<file path="src/rtl/pipeline_pkg.sv">
// Shared RV32I pipeline types: register index, address, boolean/clock aliases
// and the hazard controller's state encoding.
package pipeline_pkg;

    typedef logic        Clock;
    typedef logic        Bool;
    typedef logic [31:0] Addr;
    typedef logic [4:0]  RegIdx;

    typedef enum logic [1:0] {
        RUN      = 2'd0,
        MEM_WAIT = 2'd1,
        MULDIV   = 2'd2,
        FLUSH    = 2'd3
    } HazardState;

    localparam RegIdx REG_ZERO = 5'd0;

endpackage

</file>
<file path="src/rtl/load_use_detect.sv">
// Pure load-use comparator: a load in execute whose destination is read by the
// instruction in decode. x0 never creates a dependency.
module load_use_detect
    import pipeline_pkg::*;
(
    input  RegIdx id_rs1_i,
    input  RegIdx id_rs2_i,
    input  Bool   id_uses_rs1_i,
    input  Bool   id_uses_rs2_i,
    input  Bool   ex_is_load_i,
    input  RegIdx ex_rd_i,
    output Bool   hazard_o
);

    Bool rs1_hit;
    Bool rs2_hit;

    assign rs1_hit  = id_uses_rs1_i && (id_rs1_i == ex_rd_i);
    assign rs2_hit  = id_uses_rs2_i && (id_rs2_i == ex_rd_i);
    assign hazard_o = ex_is_load_i && (ex_rd_i != REG_ZERO) && (rs1_hit || rs2_hit);

endmodule

</file>
<file path="src/rtl/hazard_controller.sv">
// Prioritised stall/flush/redirect sequencer for the 5-stage pipeline.
// Optional HAZARD_PERF_COUNTERS_EN adds stall/flush cycle counters.
module hazard_controller
    import pipeline_pkg::*;
#(
    parameter int unsigned MULDIV_LATENCY = 4,
    parameter int unsigned FLUSH_CYCLES   = 2
) (
    input  Clock        clk,
    input  logic        reset,
    input  RegIdx       id_rs1,
    input  RegIdx       id_rs2,
    input  Bool         id_uses_rs1,
    input  Bool         id_uses_rs2,
    input  Bool         ex_is_load,
    input  RegIdx       ex_rd,
    input  Bool         ex_muldiv_start,
    input  Bool         ex_branch_taken,
    input  Addr         ex_branch_target,
    input  Bool         mem_busy,
    output logic        fetch_stall,
    output logic        jump_enable,
    output Addr         jump_address,
    output logic        decode_stall,
    output logic        decode_flush,
    output logic        execute_stall,
    output logic        execute_bubble,
    output logic        memory_bubble,
`ifdef HAZARD_PERF_COUNTERS_EN
    output logic [31:0] perf_stall_cycles,
    output logic [31:0] perf_flush_cycles,
`endif
    output HazardState  dbg_state
);

    localparam logic [3:0] MUL_LOAD   = 4'(MULDIV_LATENCY - 1);
    localparam logic [3:0] FLUSH_LOAD = 4'(FLUSH_CYCLES - 1);

    HazardState state_q, state_d;
    HazardState saved_q, saved_d;
    HazardState eff_state;
    logic [3:0] mul_cnt_q, mul_cnt_d;
    logic [3:0] flush_cnt_q, flush_cnt_d;
    logic       pend_q, pend_d;
    Addr        pend_tgt_q, pend_tgt_d;
    Bool        load_use;
    logic       redirect;
    Addr        redirect_tgt;

    load_use_detect u_load_use (
        .id_rs1_i      (id_rs1),
        .id_rs2_i      (id_rs2),
        .id_uses_rs1_i (id_uses_rs1),
        .id_uses_rs2_i (id_uses_rs2),
        .ex_is_load_i  (ex_is_load),
        .ex_rd_i       (ex_rd),
        .hazard_o      (load_use)
    );

    // The cycle mem_busy drops behaves as the interrupted state would have.
    assign eff_state    = (state_q == MEM_WAIT) ? saved_q : state_q;
    assign redirect     = pend_q || ex_branch_taken;
    assign redirect_tgt = pend_q ? pend_tgt_q : ex_branch_target;
    assign dbg_state    = state_q;

    always_comb begin
        state_d        = state_q;
        saved_d        = saved_q;
        mul_cnt_d      = mul_cnt_q;
        flush_cnt_d    = flush_cnt_q;
        pend_d         = pend_q;
        pend_tgt_d     = pend_tgt_q;
        fetch_stall    = 1'b0;
        jump_enable    = 1'b0;
        jump_address   = '0;
        decode_stall   = 1'b0;
        decode_flush   = 1'b0;
        execute_stall  = 1'b0;
        execute_bubble = 1'b0;
        memory_bubble  = 1'b0;

        if (mem_busy) begin
            fetch_stall   = 1'b1;
            decode_stall  = 1'b1;
            execute_stall = 1'b1;
            state_d       = MEM_WAIT;
            if (state_q != MEM_WAIT) saved_d = state_q;
            if (ex_branch_taken) begin
                pend_d     = 1'b1;
                pend_tgt_d = ex_branch_target;
            end
        end else if (redirect) begin
            jump_enable    = 1'b1;
            jump_address   = redirect_tgt;
            decode_flush   = 1'b1;
            execute_bubble = 1'b1;
            pend_d         = 1'b0;
            mul_cnt_d      = '0;
            flush_cnt_d    = FLUSH_LOAD;
            state_d        = (FLUSH_LOAD != 4'd0) ? FLUSH : RUN;
        end else begin
            case (eff_state)
                FLUSH: begin
                    decode_flush = 1'b1;
                    flush_cnt_d  = (flush_cnt_q != 4'd0) ? flush_cnt_q - 4'd1 : 4'd0;
                    state_d      = (flush_cnt_q <= 4'd1) ? RUN : FLUSH;
                end
                MULDIV: begin
                    // Counter holds busy cycles left including this one; the last one releases.
                    if (mul_cnt_q > 4'd1) begin
                        fetch_stall   = 1'b1;
                        decode_stall  = 1'b1;
                        execute_stall = 1'b1;
                        memory_bubble = 1'b1;
                    end
                    mul_cnt_d = (mul_cnt_q != 4'd0) ? mul_cnt_q - 4'd1 : 4'd0;
                    state_d   = (mul_cnt_q <= 4'd1) ? RUN : MULDIV;
                end
                default: begin
                    state_d = RUN;
                    if (ex_muldiv_start) begin
                        fetch_stall   = 1'b1;
                        decode_stall  = 1'b1;
                        execute_stall = 1'b1;
                        memory_bubble = 1'b1;
                        mul_cnt_d     = MUL_LOAD;
                        state_d       = MULDIV;
                    end else if (load_use) begin
                        fetch_stall    = 1'b1;
                        decode_stall   = 1'b1;
                        execute_bubble = 1'b1;
                    end
                end
            endcase
        end

        if (reset) begin
            fetch_stall    = 1'b0;
            jump_enable    = 1'b0;
            jump_address   = '0;
            decode_stall   = 1'b0;
            decode_flush   = 1'b0;
            execute_stall  = 1'b0;
            execute_bubble = 1'b0;
            memory_bubble  = 1'b0;
        end
    end

    always_ff @(posedge clk) begin
        if (reset) begin
            state_q     <= RUN;
            saved_q     <= RUN;
            mul_cnt_q   <= '0;
            flush_cnt_q <= '0;
            pend_q      <= 1'b0;
            pend_tgt_q  <= '0;
        end else begin
            state_q     <= state_d;
            saved_q     <= saved_d;
            mul_cnt_q   <= mul_cnt_d;
            flush_cnt_q <= flush_cnt_d;
            pend_q      <= pend_d;
            pend_tgt_q  <= pend_tgt_d;
        end
    end

`ifdef HAZARD_PERF_COUNTERS_EN
    logic [31:0] perf_stall_q;
    logic [31:0] perf_flush_q;

    always_ff @(posedge clk) begin
        if (reset) begin
            perf_stall_q <= '0;
            perf_flush_q <= '0;
        end else begin
            if (fetch_stall)  perf_stall_q <= perf_stall_q + 32'd1;
            if (decode_flush) perf_flush_q <= perf_flush_q + 32'd1;
        end
    end

    assign perf_stall_cycles = perf_stall_q;
    assign perf_flush_cycles = perf_flush_q;
`endif

endmodule

</file>
<file path="config.mk">
export PLATFORM = sky130hd
export DESIGN_NAME = hazard_controller
export DESIGN_NICKNAME = d
export VERILOG_FILES = /design/src/rtl/pipeline_pkg.sv /design/src/rtl/load_use_detect.sv /design/src/rtl/hazard_controller.sv
export SDC_FILE = /design/constraint.sdc
export NUM_CORES = 1
export LEC_CHECK = 0
export ABC_CLOCK_PERIOD_IN_PS = 2200
export CAP_MARGIN = 40
export CORE_UTILIZATION = 44
export CTS_CLUSTER_DIAMETER = 40
export DETAILED_ROUTE_END_ITERATION = 8
export GPL_TIMING_DRIVEN = 1
export PLACE_DENSITY_LB_ADDON = 0.12
export SLEW_MARGIN = 20
export SYNTH_ARGS = -nofsm -noshare
export SYNTH_HDL_FRONTEND = slang
export SYNTH_SLANG_ARGS = --single-unit
</file>
<file path="constraint.sdc">
create_clock -name clk -period 2.2 [get_ports clk]
set_input_delay 0.33 -clock clk [delete_from_list [all_inputs] [get_ports clk]]
set_output_delay 0.33 -clock clk [all_outputs]
set_load 0.01 [all_outputs]
</file>
# Word-level counts from Yosys, hierarchy flattened
# Cells that the tools add are included.
dict set report word_totals {
  regBits 45
  latchBits 0
  ram_bits 0
  mem_bits_ro 0
  inputBits 55
  wordCells 87
  memories 0
}
dict set report op_classes {
  add_sub_neg 2
  mul 0
  div_mod_pow 0
  order_cmp 3
  n_eq_ne 8
  shift 0
  mux 47
  bitwise_logic 1
  n_reduce_logical 19
}
# cell n
set ops {}
lappend ops {{32-bit two-way mux} 4}
lappend ops {{1-bit two-way mux} 28}
lappend ops {{4-bit two-way mux} 6}
lappend ops {{5-bit == test} 2}
lappend ops {{2-bit two-way mux} 5}
lappend ops {{4-bit by 1-bit less-or-equal comparator with 1-bit output, second input constant} 2}
lappend ops {{4-bit one-hot mux with 2 select lines} 1}
lappend ops {{2-bit AND reduction} 4}
lappend ops {{4-bit nonzero test} 2}
lappend ops {{4-bit by 1-bit subtractor with 4-bit output, second input constant} 2}
lappend ops {{5-bit nonzero test} 1}
lappend ops {{2-bit == test, second input constant} 2}
lappend ops {{4-bit by 1-bit > comparator with 1-bit output, second input constant} 1}
lappend ops {{1-bit logical AND} 4}
lappend ops {{2-bit != test, second input constant} 2}
lappend ops {{1-bit one-hot mux with 2 select lines} 2}
lappend ops {{2-bit one-hot mux with 2 select lines} 1}
lappend ops {{2-bit nonzero test} 2}
lappend ops {{2-bit OR reduction} 2}
lappend ops {{3-bit AND reduction} 1}
lappend ops {{3-bit nonzero test} 1}
lappend ops {{2-bit by 1-bit == test with 1-bit output, second input constant} 1}
lappend ops {{1-bit logical OR} 2}
lappend ops {{2-bit by 1-bit != test with 1-bit output, second input constant} 1}
lappend ops {{1-bit NOT} 1}

# Logic depth before layout (Yosys ltp)
# Gate-level depths: netlist (run 1).
dict set report depth {
  ltp_word 10
  depth_mapped 6
}

# Hierarchy
# A second synthesis (run 1) with hierarchy kept.
dict set report unflattened {
  cells_unflattened 324
  hier_area_um2 2457.4
}
# mod n_inst cells_each area_each_um2
set by_module_without_submodules {}
lappend by_module_without_submodules {hazard_controller 1 307 2323.5}
lappend by_module_without_submodules {load_use_detect 1 17 133.9}

# Least setup slack after synthesis (run 1)
# No wires, ideal clock.
dict set report synth_path {
  path_kind {register to output}
  from {reg pend_q}
  to {out fetch_stall}
  arrival_time_ns 1.588
  required_ns 1.870
  path_slack_ns 0.282
  stages_incl_launch_ff 7
  n_path_buf 3
  path_cell_list {dfxtp_1 > buf_6 > or2_1 > buf_6 > or3_1 > o211ai_1 > buf_4}
}
dict set report synth_via {
  elab_chain_cells 4
}
# element line
set synth_rtl {}
lappend synth_rtl {{start, declared} hazard_controller.sv:44} ;# logic pend_q, pend_d;
lappend synth_rtl {{start signal, assigned} hazard_controller.sv:162} ;# pend_q <= pend_d;
lappend synth_rtl {{1-bit logical OR} hazard_controller.sv:62} ;# assign redirect = pend_q || ex_branch_taken;
lappend synth_rtl {{1-bit two-way mux (3 in series)} n/a}
lappend synth_rtl {{end, declared} hazard_controller.sv:21} ;# output logic fetch_stall,
# Every way passes these cells.

# Final worst setup path (run 1)
dict set report layout_path {
  from {in ex_branch_taken}
  to {out jump_address[15]}
}
dict set report layout_via {
  elab_chain_cells 4
}
# element line
set layout_rtl {}
lappend layout_rtl {{start, declared} hazard_controller.sv:18} ;# input Bool ex_branch_taken,
lappend layout_rtl {{1-bit logical OR} hazard_controller.sv:62}
lappend layout_rtl {{32-bit two-way mux} hazard_controller.sv:92} ;# end else if (redirect) begin
lappend layout_rtl {{32-bit two-way mux} hazard_controller.sv:82} ;# if (mem_busy) begin
lappend layout_rtl {{32-bit two-way mux} hazard_controller.sv:137} ;# if (reset) begin
lappend layout_rtl {{end, declared} hazard_controller.sv:23} ;# output Addr jump_address,
# Every way passes these cells.

==> run_results.csv, run 1 <==
group,metric,value,unit
setup_path,crit_buf_inv,4,
synth,ys.warnings.count,0,
synth,synth.area.top_cells,"dfxtp_1 (37%), mux2i_1 (13%), nand2_1 (11%), a21oi_1 (9.1%), nor2_1 (6.5%)",
floorplan,fp.dieW,76.3,µm
power,power_leakage,1.64,nW
synth,syn_nets,376,
cells_and_area,nFillCells,448,
clocking,hold_buffers,0,
drt,vias,2618,
cells_and_area,multi_input_area,1450,µm²
setup_path,startpoint_type,"input port",
setup_path,setup.worst_path.class,"input port to output port",
timing,fin_crit_sh,97.1,%
setup_path,r2r_cells,6,
timing,period_needed,2140,ps
synth,synth_top_family_by_area,"simple AND/OR/NAND/NOR gates",
setup_path,cp_slowest_cell,"clkdlybuf4s50_1",
setup_path,r2r_slack,440,ps
clocking,numClockSinks,45,
clocking,cts_made_buffers,5,
setup_path,crit_required,1870,ps
timing,slew_headroom,71.4,%
global_routing,grt_pass1_vias,2429,
drt,drc,0,
cells_and_area,n_antenna_cell,0,
status,outcome,"complete, no violations",
synth,yosys.area.top_type_share,37.1,%
setup_path,arrival,1810,ps
synth,synth-seq-cells,45,
drt,drt.antenna.violating_nets,0,
global_routing,antenna_found_initial,0,
timing,fmax,0.468,GHz
setup_path,cp-end-kind,"output port",
synth,synth_compound_area_share,17.2,%
synth,synthMuxAreaShare,13.2,%
floorplan,ios,96,
synth,syn_area_per_cell,7.56,µm²
min_path,hold_path_startpoint,"pend_tgt_q[15]$_SDFFE_PP0P_",
floorplan,core_area,5200,µm²
clocking,ctsHtreeMaxLevel,2,
setup_path,critPathMaxFanout,17,
timing,rsz0062_at_grt,"false",
drt,drt_wl_total,6.67,mm
setup_path,max_stage_delay,470,ps
synth,synth_xor_area_share,3.61,%
min_path,min_delay_path_depth,2,
floorplan,dieHeight,76.3,µm
min_path,holdPathEnd,"pend_tgt_q[15]$_SDFFE_PP0P_",
floorplan,row_count,26,
global_routing,grt_util_all_layers,22.6,%
power,peakVddDrop,0.000366,V
clocking,cts_tree,"yes",
power,p_total,1.86,mW
placed_design,hpwl,4.53,mm
synth,synth_adder_area_share,0,%
setup_path,r2r-end,"mul_cnt_q[2]$_SDFFE_PP0P_",
job,cap_violations,0,
global_routing,grt_max_degree,33,
timing,layout_setup_ws,64.7,ps
timing,drv_slew,0,
drt,routed_via_density,5.20,
synth,yosysSeqAreaShare,37.1,%
synth,synth_cell_types,42,
floorplan,start_util,46.6,%
timing,skew,7.57,ps
setup_path,critPathTopFamily,"buffers and inverters",
drt,dr.pass1.iters,4,
synth,synth_simple_gate_area_share,23.6,%
synth,syn_inst,321,
setup_path,cp_cell_sequence,"clkdlybuf4s50_1 -> or2_1 -> buf_4 -> nand2_4 -> buf_12 -> nor2_1 -> clkdlybuf4s15_1",
placed_design,dpl-instance-area,3620,µm²
cells_and_area,regArea,905,µm²
synth,syn_area,2430,µm²
timing,hold_violations,0,
placed_design,gp_congestion,0.877,
cells_and_area,syn_to_final_growth,54.2,%
placed_design,portBuffers,95,
cells_and_area,post-route-util,71.9,%
synth,synth_top_area_cell,"dfxtp_1",
cells_and_area,fin_nets,487,
timing,finalSetupViolCount,0,
global_routing,grt_pass1_wl,10.8,mm
global_routing,overflow,0,
clocking,worstSkewPairLatency,300,ps
floorplan,die_area,5810,µm²
clocking,root_buffer,"clkbuf_8",
clocking,clk_path_buf_depth,2,
setup_path,r2r-start,"pend_q$_SDFFE_PP0P_",
timing,tightest_slew,430,ps
placed_design,place_worst_setup_slack,-515,ps
min_path,hp-class,"flip-flop to flip-flop",
drt,drt-wirelength-per-cell,13.3,µm
cells_and_area,drive_above_1_share,12.5,%
power,power.density,496,nW/µm²
clocking,path_clk_slew,80,ps
drt,drt_iter0_markers,86,
cells_and_area,final_area,3740,µm²
-- cell usage after synthesis --
library cell and count:
nand2_1 72, dfxtp_1 45, a21oi_1 44, nor2_1 42, mux2i_1 32, clkbuf_1 19, xor2_1 8, inv_1 6
o21ai_0 6, and2_1 3, nor3_1 3, a21o_1 2, buf_6 2, nor4_1 2, o211a_1 2, o211ai_1 2
o311a_1 2, o31ai_1 2, or3_1 2, or4b_1 2, xnor2_1 2, a211o_1 1, a211oi_1 1, a311oi_1 1
a32oi_1 1, and2_0 1, and3_1 1, buf_2 1, buf_4 1, nand2b_1 1, nor2b_1 1, nor3_2 1
nor4bb_1 1, o21a_1 1, o21bai_1 1, o221ai_1 1, o22ai_1 1, o32ai_1 1, o41ai_1 1, or2_1 1
or2_2 1, or4_1 1
-- report_power, final --
part	switching, mW	internal [mW]
clock network	0.280	0.255
logic	0.208	0.241
registers	0.0223	0.850
-- flip-flops by register name, indices dropped and copies added (netlist names) --
name	flops
dbg_state	2
flush_cnt_q	4
mul_cnt_q	4
pend_q	1
pend_tgt_q	32
saved_q	2
-- area by class of cell --
class	instances	area share, %
clock buffers	6	2.21
clock inverters	2	0.368
inverters	6	0.602
multi-input cells	247	38.6
flip-flops and latches	45	24.2
well taps	70	2.34
repair buffers	127	31.6
-- per-layer routing --
metal	vias up	track usage, %	wire length (µm)
met4	0	6.92	74
met5	-	0	0
met1	1232	26.7	2980
met3	9	3.83	269
met2	67	41.3	3350
li1	1310	-	-
-- repair_timing --
| item | CTS | global route |
|---|---|---|
| setup endpoints to repair | 39 | 38 |
| setup buffers | 0 | 0 |
| pin swaps | 6 | 5 |
| cloned | 1 | 0 |
| resized for setup | 60 | 12 |
-- cells by family (layout without fill, tap and decap cells) --
| logic type | after synthesis | in the layout |
|---|---|---|
| mux | 32 | 32 |
| compound gates | 70 | 70 |
| simple gates | 135 | 135 |
| buf+inv | 29 | 141 |
| flops | 45 | 45 |
| xor+xnor | 10 | 10 |
-- how the worst max path moves through the flow --
stage                                  from               end  slack (ps)  cells after the start
floorplan               pend_q$_SDFFE_PP0P_       fetch_stall         280                      6
global placement                   ex_rd[3]      decode_stall        -480                      7
detailed placement                 ex_rd[4]       fetch_stall        -510                      7
CTS                         ex_branch_taken  jump_address[15]           5                      7
global route        dbg_state[0]$_SDFF_PP0_     memory_bubble         0.7                      6
finish                      ex_branch_taken  jump_address[15]          60                      7
-- stage by stage --
stage	instances	hold WS, ps	setup TNS, ps
final	503	457	0
after global routing	503	466	0
after CTS	504	460	0
after detailed placement	495	448	-7840
after global placement	495	441	-7400
after floorplan	321	433	0
-- placed cells by master, fill, tap and decap left out, drive strengths merged, types with 2 or more instances in the layout --
master | netlist | routed
nand2 | 72 | 72
clkdlybuf4s50 | 0 | 48
dfxtp | 45 | 45
a21oi | 44 | 44
nor2 | 42 | 42
dlygate4sd2 | 0 | 38
buf | 4 | 35
mux2i | 32 | 32
xor2 | 8 | 8
inv | 6 | 6
clkbuf | 19 | 6
o21ai | 6 | 6
dlymetal6s2s | 0 | 4
and2 | 4 | 4
nor3 | 4 | 4
or3 | 2 | 2
nor4 | 2 | 2
xnor2 | 2 | 2
o211ai | 2 | 2
a21o | 2 | 2
o211a | 2 | 2
o311a | 2 | 2
o31ai | 2 | 2
or4b | 2 | 2
clkdlybuf4s15 | 0 | 2
or2 | 2 | 2
clkinv | 0 | 2
-- worst min-delay path, stage by stage (launching register included) --
cell	delay [ps]
dfxtp_1	310
nand2_1	50
a21oi_1	50
Note: power is estimated with default switching activity, not from simulation.
==> run 2: changes to the inputs <==
- ABC_CLOCK_PERIOD_IN_PS: 2200 -> 2480
- CORE_UTILIZATION: 44 -> 47
- CTS_CLUSTER_SIZE: not set -> 12
- clock period: 2.2 -> 2.48 ns (I/O delays scaled with it)
==> run 2 against run 1 <==
Against the previous run:
- setup slack improved by 16 ps
- cell area decreased by 2.1%
- final cell count is 2.8% lower
- hold slack lost 0.91 ps
- non-clock buffer count shrank 10
- first-iteration DRC count is 9.3% higher
- sequential share of layout area is 0.58 points higher
- critical endpoint is now decode_flush
- clock power is 19% lower
- die area fell by 6.2%
- power down 14%
==> run_results.csv, run 2 (synthesized netlist as in run 1, its figures left out) <==
group,metric,value,unit
timing,slew_headroom,63.1,%
global_routing,grt_util_met1,27.8,%
cells_and_area,n_antenna_cell,0,
cells_and_area,regArea,907,µm²
floorplan,core_area,4850,µm²
drt,drt-wirelength-per-cell,12.5,µm
global_routing,grt_util_all_layers,23.7,%
global_routing,use_met2,42.9,%
power,power_leakage,1.62,nW
clocking,path_clk_slew,80,ps
global_routing,grt_pass1_wl,10.1,mm
clocking,cts_tree,"yes",
timing,period_needed,2400,ps
setup_path,cp-end-kind,"output port",
clocking,hold_buffers,0,
timing,fin_setup_tns,0,ps
global_routing,grt.busiest_layer,"met2",
drt,drc,0,
placed_design,portBuffers,95,
cells_and_area,fin_nets,477,
clocking,root_buffer,"clkbuf_8",
timing,finalSetupViolCount,0,
floorplan,ios,96,
cells_and_area,layout_common_cells,"clkdlybuf4s50_1 (77), nand2_1 (72), a21oi_1 (43), nor2_1 (42), dfxtp_1 (42)",
power,power.density,434,nW/µm²
cells_and_area,layout_commonest_cell,"clkdlybuf4s50_1",
timing,drv_slew,0,
cells_and_area,syn_to_final_growth,51.0,%
global_routing,grt_pass1_vias,2407,
setup_path,r2r-start,"pend_q$_SDFFE_PP0P_",
floorplan,fp.dieW,73.8,µm
clocking,postCtsSetupBuffers,0,
global_routing,grt_max_degree,33,
setup_path,setup.worst_path.class,"input port to output port",
clocking,worstSkewPairLatency,290,ps
cells_and_area,largest_register_ffs,32,
clocking,cts_made_buffers,5,
global_routing,grt_use_met3,5.35,%
timing,fmax,0.417,GHz
min_path,hold_path_startpoint,"pend_tgt_q[29]$_SDFFE_PP0P_",
timing,skew,5.12,ps
floorplan,row_count,25,
job,cap_violations,0,
global_routing,antenna_found_initial,0,
drt,routed_via_density,5.16,
cells_and_area,top_register,"pend_tgt_q",
cells_and_area,multi_input_area,1420,µm²
timing,hold_violations,0,
cells_and_area,reg_top3,"pend_tgt_q x32, flush_cnt_q x4, mul_cnt_q x4",
setup_path,r2r_cells,7,
floorplan,dieHeight,73.8,µm
placed_design,gp_congestion,0.789,
min_path,hp-class,"flip-flop to flip-flop",
clocking,clk_path_buf_depth,2,
setup_path,cp-startpoint,"ex_branch_taken",
timing,holdWs,456,ps
floorplan,start_util,50.0,%
setup_path,arrival,2030,ps
setup_path,crit_required,2110,ps
min_path,min_delay_path_depth,2,
clocking,numClockSinks,45,
power,peakVddDrop,0.000262,V
status,outcome,"complete, no violations",
timing,tightest_slew,553,ps
timing,fin_crit_sh,96.8,%
drt,drt_wl_total,6.11,mm
cells_and_area,drive_above_1_share,9.48,%
setup_path,critPathMaxFanout,8,
placed_design,hpwl,4.49,mm
drt,dr.pass1.iters,4,
floorplan,die_area,5450,µm²
global_routing,overflow,0,
drt,drt_iter0_markers,94,
clocking,ctsHtreeMaxLevel,2,
drt,drt.antenna.violating_nets,0,
cells_and_area,nFillCells,398,
setup_path,startpoint_type,"input port",
drt,vias,2522,
run 2: changes by cell type in the layout (fill, tap and decap cells not counted), sizes merged:
cell,before,now
dlygate4sd2,38,0
clkdlybuf4s50,48,77
buf,35,24
dlymetal6s2s,4,15
clkdlybuf4s15,2,0
clkinv,2,1
clkinvlp,0,1
run 2: metal layers:
metal,vias to the layer above,wire length [µm]
met5,-,0
met4,0,44
met3,4,310
met2,70,3090
met1,1161,2670
li1,1287,-
run 2: what timing repair did:
action                     CTS  global route
pin swaps                    0             2
setup endpoints to repair    4            24
resized for setup            9            27
run 2: per-stage QoR:
step | cells | util [%] | area (µm²) | setup WS [ps] | power (mW)
6_report | 489 | 75.5 | 3660 | 80.5 | 1.59
5_1_grt | 489 | 75.5 | 3660 | -1.20 | 1.67
4_1_cts | 489 | 74.6 | 3610 | -1.08 | 1.60
3_5_place_dp | 482 | 72.6 | 3520 | -282 | 1.17
3_3_place_gp | 482 | 72.6 | 3520 | -254 | 1.16
2_1_floorplan | 321 | - | 2430 | 520 | 0.971
run 2: where the power goes:
group | leakage, nW | switching, mW | total, mW | internal (mW)
Sequential | 0.369 | 0.0215 | 0.775 | 0.753
Clock | 0.0402 | 0.242 | 0.436 | 0.194
Combinational | 1.21 | 0.170 | 0.379 | 0.209
run 2: worst paths after layout:
check / to / slack, ps
setup / recovery: decode_flush / 80
setup reg to reg: flush_cnt_q[1]$_SDFFE_PP0P_ / 780
hold / removal: pend_tgt_q[29]$_SDFFE_PP0P_ / 460
hold reg to reg: pend_tgt_q[29]$_SDFFE_PP0P_ / 460
run 2: cell type report:
cell class	instances	area share (%)
Tap cell	67	2.29
Sequential cell	45	24.8
Clock inverter	2	0.444
Inverter	6	0.615
Clock buffer	5	1.88
Timing Repair Buffer	117	31.2
Multi-Input combinational cell	247	38.8
run 2: critical path, cell delays in order:
cell	delay, ps
clkdlybuf4s50_1	420
or2_1	240
buf_4	150
buf_4	160
a21oi_2	150
nor2_1	60
clkdlybuf4s50_1	480
==> run 3: changes to the inputs <==
- CORE_MARGIN: not set -> 3
- GPL_ROUTABILITY_DRIVEN: not set -> 1
==> run 3 against run 2 <==
Against the previous run:
- combinational power about the same
- clock power down 4.8%
- power fell by 1.1%
- sequential cell count unchanged
- global-route usage fell by 1.9 points
- via count increased by 0.56%
- final cell count shrank 0.41%
==> run_results.csv, run 3 (synthesized netlist as in run 1, its figures left out) <==
group,metric,value,unit
floorplan,row_count,25,
setup_path,startpoint_type,"input port",
timing,layout_setup_ws,68.7,ps
cells_and_area,syn_to_final_growth,51.7,%
timing,slew_headroom,73.6,%
min_path,hold_path_startpoint,"pend_tgt_q[14]$_SDFFE_PP0P_",
clocking,cts_made_buffers,5,
cells_and_area,reg_top3,"pend_tgt_q x32, flush_cnt_q x4, mul_cnt_q x4",
timing,skew,4.74,ps
clocking,path_clk_slew,70,ps
timing,fin_crit_sh,97.2,%
power,power.density,427,nW/µm²
drt,dr.pass1.iters,4,
drt,drt-wirelength-per-cell,13.7,µm
global_routing,use_met2,37.8,%
global_routing,grt_max_degree,33,
min_path,hp-class,"flip-flop to flip-flop",
setup_path,cp_cell_sequence,"clkdlybuf4s50_1 -> or2_1 -> buf_6 -> buf_4 -> a21oi_2 -> nor2_1 -> clkdlybuf4s50_1",
setup_path,r2r-start,"pend_q$_SDFFE_PP0P_",
clocking,root_buffer,"clkbuf_8",
setup_path,critPathTopFamily,"buffers and inverters",
clocking,numClockSinks,45,
drt,drt.antenna.violating_nets,0,
power,power_leakage,1.76,nW
drt,routed_via_density,5.21,
floorplan,core_area,4850,µm²
setup_path,critPathMaxFanout,6,
clocking,ctsHtreeMaxLevel,2,
clocking,clk_path_buf_depth,2,
setup_path,crit_required,2110,ps
job,cap_violations,0,
setup_path,cp_slowest_cell,"clkdlybuf4s50_1",
global_routing,grt_util_all_layers,21.8,%
cells_and_area,layout_commonest_cell,"nand2_1",
floorplan,ios,96,
power,p_total,1.57,mW
cells_and_area,layout_common_cells,"nand2_1 (71), clkdlybuf4s50_1 (56), a21oi_1 (43), dfxtp_1 (42), nor2_1 (41)",
placed_design,gp_congestion,0.910,
placed_design,dpl-instance-area,3520,µm²
cells_and_area,drive_above_1_share,9.05,%
min_path,holdPathEnd,"pend_tgt_q[14]$_SDFFE_PP0P_",
drt,drc,0,
floorplan,dieHeight,77.8,µm
setup_path,r2r_slack,760,ps
setup_path,crit_buf_inv,4,
placed_design,hpwl,4.64,mm
placed_design,place_worst_setup_slack,-354,ps
setup_path,r2r-end,"flush_cnt_q[1]$_SDFFE_PP0P_",
timing,finalSetupViolCount,0,
clocking,hold_buffers,0,
setup_path,r2r_cells,7,
timing,drv_slew,0,
drt,vias,2536,
clocking,worstSkewPairLatency,290,ps
timing,fmax,0.415,GHz
cells_and_area,final_area,3680,µm²
global_routing,overflow,0,
cells_and_area,n_antenna_cell,0,
global_routing,grt_use_met3,5.34,%
cells_and_area,fin_nets,476,
global_routing,grt.busiest_layer,"met2",
global_routing,grt_pass1_wl,10.8,mm
drt,drt_iter0_markers,117,
global_routing,grt_util_met1,26.6,%
cells_and_area,largest_register_ffs,32,
cells_and_area,top_register,"pend_tgt_q",
cells_and_area,post-route-util,75.9,%
setup_path,arrival,2040,ps
timing,period_needed,2410,ps
setup_path,crit_top_cell,"clkdlybuf4s50_1",
global_routing,grt_pass1_vias,2418,
power,peakVddDrop,0.000299,V
timing,hold_violations,0,
setup_path,cp-end-kind,"output port",
floorplan,start_util,50.0,%
setup_path,setup.worst_path.class,"input port to output port",
floorplan,fp.dieW,77.8,µm
timing,rsz0062_at_grt,"false",
placed_design,portBuffers,95,
drt,drt_wl_total,6.70,mm
clocking,cts_tree,"yes",
global_routing,antenna_found_initial,0,
floorplan,die_area,6060,µm²
timing,tightest_slew,396,ps
status,outcome,"complete, no violations",
timing,holdWs,456,ps
setup_path,max_stage_delay,470,ps
min_path,min_delay_path_depth,2,
-- run 3: cell types whose count changed in the layout (fill, tap and decap cells not counted), sizes merged --
| cell | before | now |
|---|---|---|
| buf | 24 | 20 |
| clkdlybuf4s50 | 77 | 56 |
| dlymetal6s2s | 15 | 18 |
| dlygate4sd2 | 0 | 19 |
| clkdlybuf4s15 | 0 | 2 |
| clkinvlp | 1 | 0 |
-- run 3: tightest hold or removal path, stage by stage (launching register included) --
cell,delay (ps)
dfxtp_1,310
nand2_1,50
a21oi_1,50
-- run 3: worst max-delay path by stage --
stage / startpoint / endpoint / slack (ps) / depth (start not counted)
final: ex_branch_taken / decode_flush / 70 / 7
after CTS: ex_branch_taken / jump_address[21] / 0.7 / 7
after detailed placement: ex_rd[3] / execute_bubble / -350 / 6
after global placement: ex_rd[3] / execute_bubble / -300 / 6
after floorplan: pend_q$_SDFFE_PP0P_ / fetch_stall / 520 / 6
after global routing: ex_branch_taken / decode_flush / 1 / 7
-- run 3: stage by stage --
stage               instances  TNS, ps
floorplan                 321        0
global placement          480     -818
detailed placement        480     -987
CTS                       486        0
global route              487        0
finish                    487        0
-- run 3: cell type report --
cell class,count,area [µm²]
Inverter,6,22.5
Tap cell,67,83.8
Clock inverter,1,5.00
Multi-Input combinational cell,247,1430
Timing Repair Buffer,116,1160
Clock buffer,5,68.8
Fill cell,404,1170
Sequential cell,45,907
-- run 3: layer usage --
metal | vias up | wire length, µm
met4 | 0 | 57
li1 | 1286 | -
met2 | 67 | 3350
met1 | 1177 | 2930
met3 | 6 | 360
met5 | - | 0
-- run 3: repair_timing --
action | 4_1_cts | 5_1_grt
cloned | 0 | 1
setup buffers | 0 | 0
resized for setup | 28 | 26
pin swaps | 1 | 3
setup endpoints to repair | 20 | 23
-- run 3: where the power goes --
part | leakage [nW] | internal (mW) | switching, mW
sequential | 0.369 | 0.754 | 0.0216
clock | 0.0399 | 0.186 | 0.230
combinational | 1.35 | 0.206 | 0.176
total | 1.76 | 1.15 | 0.427
